--- config.mk ---
export PLATFORM = sky130hd
export DESIGN_NAME = if_decd
export DESIGN_NICKNAME = d
export VERILOG_FILES = /design/src/rtl/if_decd.sv
export SDC_FILE = /design/constraint.sdc
export NUM_CORES = 1
export LEC_CHECK = 0
export ABC_AREA = 1
export BUFFER_PORTS_ARGS = -buffer_cell sky130_fd_sc_hd__buf_2
export CAP_MARGIN = 20
export CORE_MARGIN = 1.5
export CORE_UTILIZATION = 30
export DETAILED_ROUTE_END_ITERATION = 16
export RECOVER_POWER = 25
export SETUP_SLACK_MARGIN = 0.1
export SYNTH_ARGS = -nofsm -noshare
export SYNTH_HDL_FRONTEND = slang
export SYNTH_SLANG_ARGS = --single-unit
--- constraint.sdc ---
create_clock -name clk -period 4 [get_ports clk]
set_clock_uncertainty 0.1 [all_clocks]
set_input_delay 0.8 -clock clk [delete_from_list [all_inputs] [get_ports clk]]
set_output_delay 0.8 -clock clk [all_outputs]
set_load 0.05 [all_outputs]
--- src/rtl/if_decd.sv ---
// ============================================================================
// Module   : if_decd
// Brief    : Instruction fetch / decode front end with next-PC and retire count
// Revision : 1.0 - initial release
// ============================================================================
`default_nettype none

module if_decd #(
    parameter logic [31:0] RESET_PC   = 32'h0000_3000,
    parameter int unsigned WORD_BYTES = 4
) (
    input  logic        clk,
    input  logic        clr,
    output logic        imem_req,
    output logic [31:0] imem_addr,
    input  logic        imem_ack,
    input  logic [31:0] imem_rdata,
    input  logic        PCWr,
    input  logic [1:0]  nPCOp,
    input  logic        zero,
    output logic [31:0] pc,
    output logic [6:0]  decdOp,
    output logic [4:0]  rs,
    output logic [4:0]  rt,
    output logic [4:0]  rd,
    output logic [15:0] imm16,
    output logic        ir_valid,
    output logic [31:0] retired
);

    typedef enum logic [0:0] {
        S_FETCH  = 1'b0,
        S_DECODE = 1'b1
    } state_t;

    localparam logic [6:0] c_DEC_ADDU = 7'b1000011;
    localparam logic [6:0] c_DEC_SUBU = 7'b1000111;
    localparam logic [6:0] c_DEC_ORI  = 7'b0011010;
    localparam logic [6:0] c_DEC_LW   = 7'b1000110;
    localparam logic [6:0] c_DEC_SW   = 7'b1010110;
    localparam logic [6:0] c_DEC_BEQ  = 7'b0001000;
    localparam logic [6:0] c_DEC_J    = 7'b0000100;
    localparam logic [31:0] c_STEP    = 32'(WORD_BYTES);

    state_t      state_q;
    logic [31:0] pc_q;
    logic [31:0] ir_q;
    logic [31:0] retired_q;
    logic        ir_valid_q;

    logic [31:0] pc4;
    logic [31:0] br_off;
    logic [31:0] npc_d;
    logic [6:0]  dec_d;

    assign pc4    = pc_q + c_STEP;
    assign br_off = {{14{ir_q[15]}}, ir_q[15:0], 2'b00};

    always_comb begin
        npc_d = pc4;
        case (nPCOp)
            2'd1:    npc_d = zero ? (pc4 + br_off) : pc4;
            2'd2:    npc_d = {pc4[31:28], ir_q[25:0], 2'b00};
            default: npc_d = pc4;
        endcase
    end

    // Decode is masked while the IR does not hold a live instruction.
    always_comb begin
        dec_d = 7'b0000000;
        if (ir_valid_q) begin
            case (ir_q[31:26])
                6'h00: begin
                    if (ir_q[5:0] == 6'h21)
                        dec_d = c_DEC_ADDU;
                    else if (ir_q[5:0] == 6'h23)
                        dec_d = c_DEC_SUBU;
                end
                6'h0D:   dec_d = c_DEC_ORI;
                6'h23:   dec_d = c_DEC_LW;
                6'h2B:   dec_d = c_DEC_SW;
                6'h04:   dec_d = c_DEC_BEQ;
                6'h02:   dec_d = c_DEC_J;
                default: dec_d = 7'b0000000;
            endcase
        end
    end

    always_ff @(posedge clk or posedge clr) begin
        if (clr) begin
            state_q    <= S_FETCH;
            pc_q       <= RESET_PC;
            ir_q       <= 32'h0;
            retired_q  <= 32'h0;
            ir_valid_q <= 1'b0;
        end else begin
            case (state_q)
                S_FETCH: begin
                    if (imem_ack) begin
                        ir_q       <= imem_rdata;
                        ir_valid_q <= 1'b1;
                        state_q    <= S_DECODE;
                    end
                end
                S_DECODE: begin
                    if (PCWr) begin
                        pc_q       <= npc_d;
                        retired_q  <= retired_q + 32'd1;
                        ir_valid_q <= 1'b0;
                        state_q    <= S_FETCH;
                    end
                end
                default: begin
                    state_q    <= S_FETCH;
                    ir_valid_q <= 1'b0;
                end
            endcase
        end
    end

    // Request is gated by clr so memory sees no fetch while reset is held.
    assign imem_req  = (state_q == S_FETCH) && !clr;
    assign imem_addr = pc_q;
    assign pc        = pc_q;
    assign decdOp    = dec_d;
    assign rs        = ir_q[25:21];
    assign rt        = ir_q[20:16];
    assign rd        = ir_q[15:11];
    assign imm16     = ir_q[15:0];
    assign ir_valid  = ir_valid_q;
    assign retired   = retired_q;

endmodule

`default_nettype wire

# --- Word level (Yosys, flattened, before mapping) ---
# Cells that the tools add are included.
# Widths: inputs -> output; s select.
op_classes:
  n_shift: 0
  order_cmp: 0
  n_mul: 0
  n_mux: 12
  reduce_logical: 6
  n_addsub: 3
  div_mod_pow: 0
  n_bitwise: 1
  n_eq_ne: 11
op_table:
  columns: ["cell", "n"]
  rows:
  - ["$pmux 32 s2", 1]
  - ["$pmux 7 s6", 1]
  - ["$add 32x1->32 const B", 1]
  - ["$add 32x3->32 const B", 1]
  - ["$add 32x32->32", 1]
  - ["$mux 32", 1]
  - ["$eq 6x6->1 const B", 4]
  - ["$mux 7", 3]
  - ["$eq 6x2->1 const B", 1]
  - ["$eq 6x3->1 const B", 1]
  - ["$eq 6x4->1 const B", 1]
  - ["$logic_not 6->1", 1]
  - ["$reduce_and 2->1", 3]
  - ["$mux 1", 4]
  - ["$ne 2x2->1 const B", 2]
  - ["$pmux 1 s2", 2]
  - ["$eq 2x1->1 const B", 1]
  - ["$eq 2x2->1 const B", 1]
  - ["$logic_and 1x1->1", 1]
  - ["$logic_not 1->1", 1]
  - ["$not 1->1", 1]
word_totals:
  latchBits: 0
  reg_bits: 98
  mem_bits_rw: 0
  memories: 0
  out_inout_bits: 136
  rom_bits: 0

# --- Depth between registers and ports, before layout ---
depth:
  word_depth: 5
  depth_mapped: 24
  mapped_depth_nobuf: 24

# --- Least setup slack after synthesis ---
# OpenSTA, ideal clock, no wires.
synth_timing:
  kind: "flip-flop to flip-flop"
  start: "reg pc_q[2] (netlist: imem_addr[2])"
  end: "reg pc_q[27] (netlist: imem_addr[27])"
  arrival_ps: 3040
  path_stages_with_launch: 21
  slack_ps: 742
  t_required_ps: 3782
  path_cell_list: "dfrtp_1 > ha_1 > nand3_1 > nor2_2 > nand2_1 > nor3_2 > nand2_1 > nand2_1 > inv_1 > ha_1 > nand2_1 > nor2_1 > nand2_1 > nor2_1 > nand2_1 > nand4_1 > nand3_1 > nand2_1 > nand2_1 > nand2_1 > nand2_1"
synth_between:
  elab_chain_cells: 4
synth_lines:
  columns: ["item", "line_no", "rtl"]
  rows:
  - ["start, declared", "46", "logic [31:0] pc_q;"]
  - ["start signal, assigned", "107", "pc_q <= npc_d;"]
  - ["$add 32x3->32 (*)", "56", "assign pc4 = pc_q + c_STEP;"]
  - ["$add 32x32->32", "62", "2'd1: npc_d = zero ? (pc4 + br_off) : pc4;"]
  - ["$mux 32", "62", null]
  - ["$pmux 32 s2 (*)", "61", "case (nPCOp)"]
# Every way passes the cells marked *; elsewhere a longest branch is shown, timed or not.
# A chain may end at the register's enable or synchronous reset.

# --- Final worst setup path ---
layout_timing:
  start: "reg pc_q[8] (netlist: imem_addr[8])"
  end: "reg pc_q[28] (netlist: imem_addr[28])"
# Same word-level chain as after synthesis.

==> results.md <==
- Worst Setup Start Kind: flop
- Io pins: 175
- Final worst path period need: 3.53 ns
- Leakage power: 5.48 nW
- Worst vdd ir: 360 µV
- Area Growth Syn to Fin: 13.4%
- Yosys warning total: 0
- Commonest non-fill, non-tap cell in the layout: nand2_1
- Largest net degree at the start of global routing: 62
- Pre-Repair DR Iteration Count: 5
- Crit path launch: imem_addr[8]
- Sequential share of the synthesized area: 0.280
- Syn Area/Cell: 6.44 µm²
- Simple-Gate Fraction of Synth Area: 0.341
- Placed instance area: 0.00942 mm²
- Post-synthesis async set-or-reset flop share: 1.00
- Routability cong.: 0.924
- Fmax: 0.284 GHz
- PwrDens: 723 mW/mm²
- Drt wl/cell: 15.8 µm
- Post-synth EDFFs: 0
- Most frequent cells in the layout: 420 x nand2_1, 203 x inv_1, 167 x buf_2
- Top routing layer used: met5
- M1 WL: 12800 µm
- Gr usage total: 0.198
- Worst Path Required: 4.19 ns
- Met2 Wirelength: 12500 µm
- Pins Over Slew Limit: 62
- Core Area: 0.0280 mm²
- Final Power: 0.00704 W
- First-pass GRT wire length: 44700 µm
- Setup_tns: 0 ns
- CTS Buf Count: 9
- Slew at the pin with the worst max-slew slack: 2.43 ns
- Synthesized instance count: 1334
- Clock-pin slew on the worst setup and hold paths: 0.08 ns
- Netlist Area Pre-Place: 0.00859 mm²
- Final Setup Violations: 0
- Via count: 8677
- Failing checks: capacitance limit, slew limit
- Die height: 172 µm
- Max-Cap Viols: 1
- Post-route cell area: 0.00974 mm²
- Crit path capture type: flop
- Initial antenna violation count: 3
- Final Cycle Share: 0.882
- PortBufs: 169
- Post-synthesis adder-cell area fraction: 0.0591
- RSZ-0062 raised after global routing: no
- Post-synthesis compound-gate area fraction: 0.0978
- Initial DRC count: 628
- Status: finished, violations left
- Worst path arrival time: 3.72 ns
- Starting Density: 0.307
- H-tree Lvls: 3
- CP max FO: 6
- Netlist cell types: 44
- Number of setup buffers added after CTS: 0
- Worst min path class: reg2reg
- Ys flop type: dfrtp_1
- Vias per inst: 4.76
- Hpwl dp: 23300 µm
- Met3 WL: 2480 µm
- Worst Hold Launch: retired[31]
- Row count: 61
- Max_slew headroom: -0.621
- Number of remaining DRC errors: 0
- Final WL: 28800 µm
- Root Buffer: clkbuf_16
- R2R Path Start: imem_addr[8]
- CTS tree: built
- Hold Buf Count CTS: 0
- Gr ovfl total: 0
- Antenna-violating nets left: 0
- CP Class: reg2reg
- Final #Nets: 1518
- Clock latency on the worst-skew pair: 0.37 ns
- Number of synthesized register bits: 96
- Die X: 172 µm
- Resize count post-CTS: 0
- Mux share of post-synthesis cell area: 0.0249
- Share of cells above drive strength 1: 0.176
- Largest family of logic cells by synthesized area: simple AND/OR/NAND/NOR gates
- Vias in the first global route: 8179
- Final Hold Fails: 0
- Die Footprint: 0.0297 mm²
- Clock Path Buffers: 2
- Clk sinks: 96
- Synth Area in XOR/XNOR: 0.0386
-- layout make-up --
class                   instances  area (µm²)
fillers                      3129       18300
clock buffers                   9         225
multi-input cells             947        4850
repair buffers                180         918
inverters                     205         769
diodes                          1        2.50
well taps                     378         473
clock inverters                 7        95.1
flip-flops and latches         96        2410
-- critical path: stages (launching register included) --
cell and delay [ns]:
dfrtp_1 0.47, nand2_1 0.13, nor2_1 0.21, nand4_1 0.27
nor2_2 0.31, nand2_1 0.09, nand2_1 0.09, nand2_1 0.13
ha_1 0.40, nand2_1 0.13, nor2_1 0.28, nand2_1 0.16
nor2_1 0.11, nand2_1 0.12, nand2_1 0.09, nand2_1 0.05
nand3_1 0.10, nand2_1 0.07, a21oi_1 0.13
-- routing by layer --
layer,global-route usage,vias to the layer above
li1,-,4321
met3,0.0504,55
met4,0.0764,4
met2,0.312,331
met1,0.258,3966
met5,0,-
-- through the flow --
stage	util	hold WS (ns)	std cells	worst slack [ns]
floorplan	-	0.404	1338	0.598
global placement	0.336	0.362	1806	0.155
detailed placement	0.336	0.352	1806	0.207
CTS	0.348	0.370	1822	0.184
global route	0.348	0.396	1822	0.127
finish	0.348	0.365	1823	0.473
-- kinds of logic (layout without fill, tap and decap cells) --
kind of cell | count (synthesis) | in the layout
adders and majority gates | 40 | 40
DFF | 96 | 96
muxes | 19 | 19
xor gates and xnor gates | 37 | 37
and+or+nand+nor | 688 | 688
other | 1 | 6
AOI/OAI and AO/OA | 158 | 158
buffers and inverters | 295 | 401
-- path summary, 6_finish.rpt --
path,end,slack [ns],depth (start not counted)
min,retired[31],0.37,1
max reg2reg,imem_addr[28],0.47,18
max in group asynchronous,imem_addr[2],1.06,2
min reg2reg,retired[31],0.37,1
max,imem_addr[28],0.47,18
min in group asynchronous,retired[21],1.14,2
-- power by group --
group | switching (W) | internal [W]
Sequential | 0.000385 | 0.00118
Clock | 0.000463 | 0.000507
Combinational | 0.00330 | 0.00120
-- synthesized netlist by cell type (4+ instances only) --
master	n	share of area
nand2_2	6	0.0044
nand3_1	81	0.047
a21o_1	4	0.0035
a21oi_1	91	0.053
nor3_2	6	0.0070
o21ai_0	37	0.022
nand4_1	12	0.0087
o21ai_1	9	0.0052
nor2_1	117	0.051
xor2_1	29	0.030
dfrtp_1	94	0.27
inv_1	203	0.089
o21bai_1	4	0.0035
nand2_1	419	0.18
nor3_1	12	0.0070
and2_1	4	0.0029
buf_4	66	0.058
xnor2_1	7	0.0071
ha_1	39	0.057
or2_2	5	0.0036
o22ai_1	4	0.0029
nor2_4	5	0.0066
nor4_1	5	0.0036
clkbuf_1	22	0.0096
mux2_2	19	0.025
nor2_2	9	0.0066
-- sequential cells by signal, indices dropped and copies added, names as in the netlist --
register	count
imem_addr	30
ir_q	32
state_q	1
ir_valid	1
retired	32
Note: power is estimated with default switching activity, not from simulation.
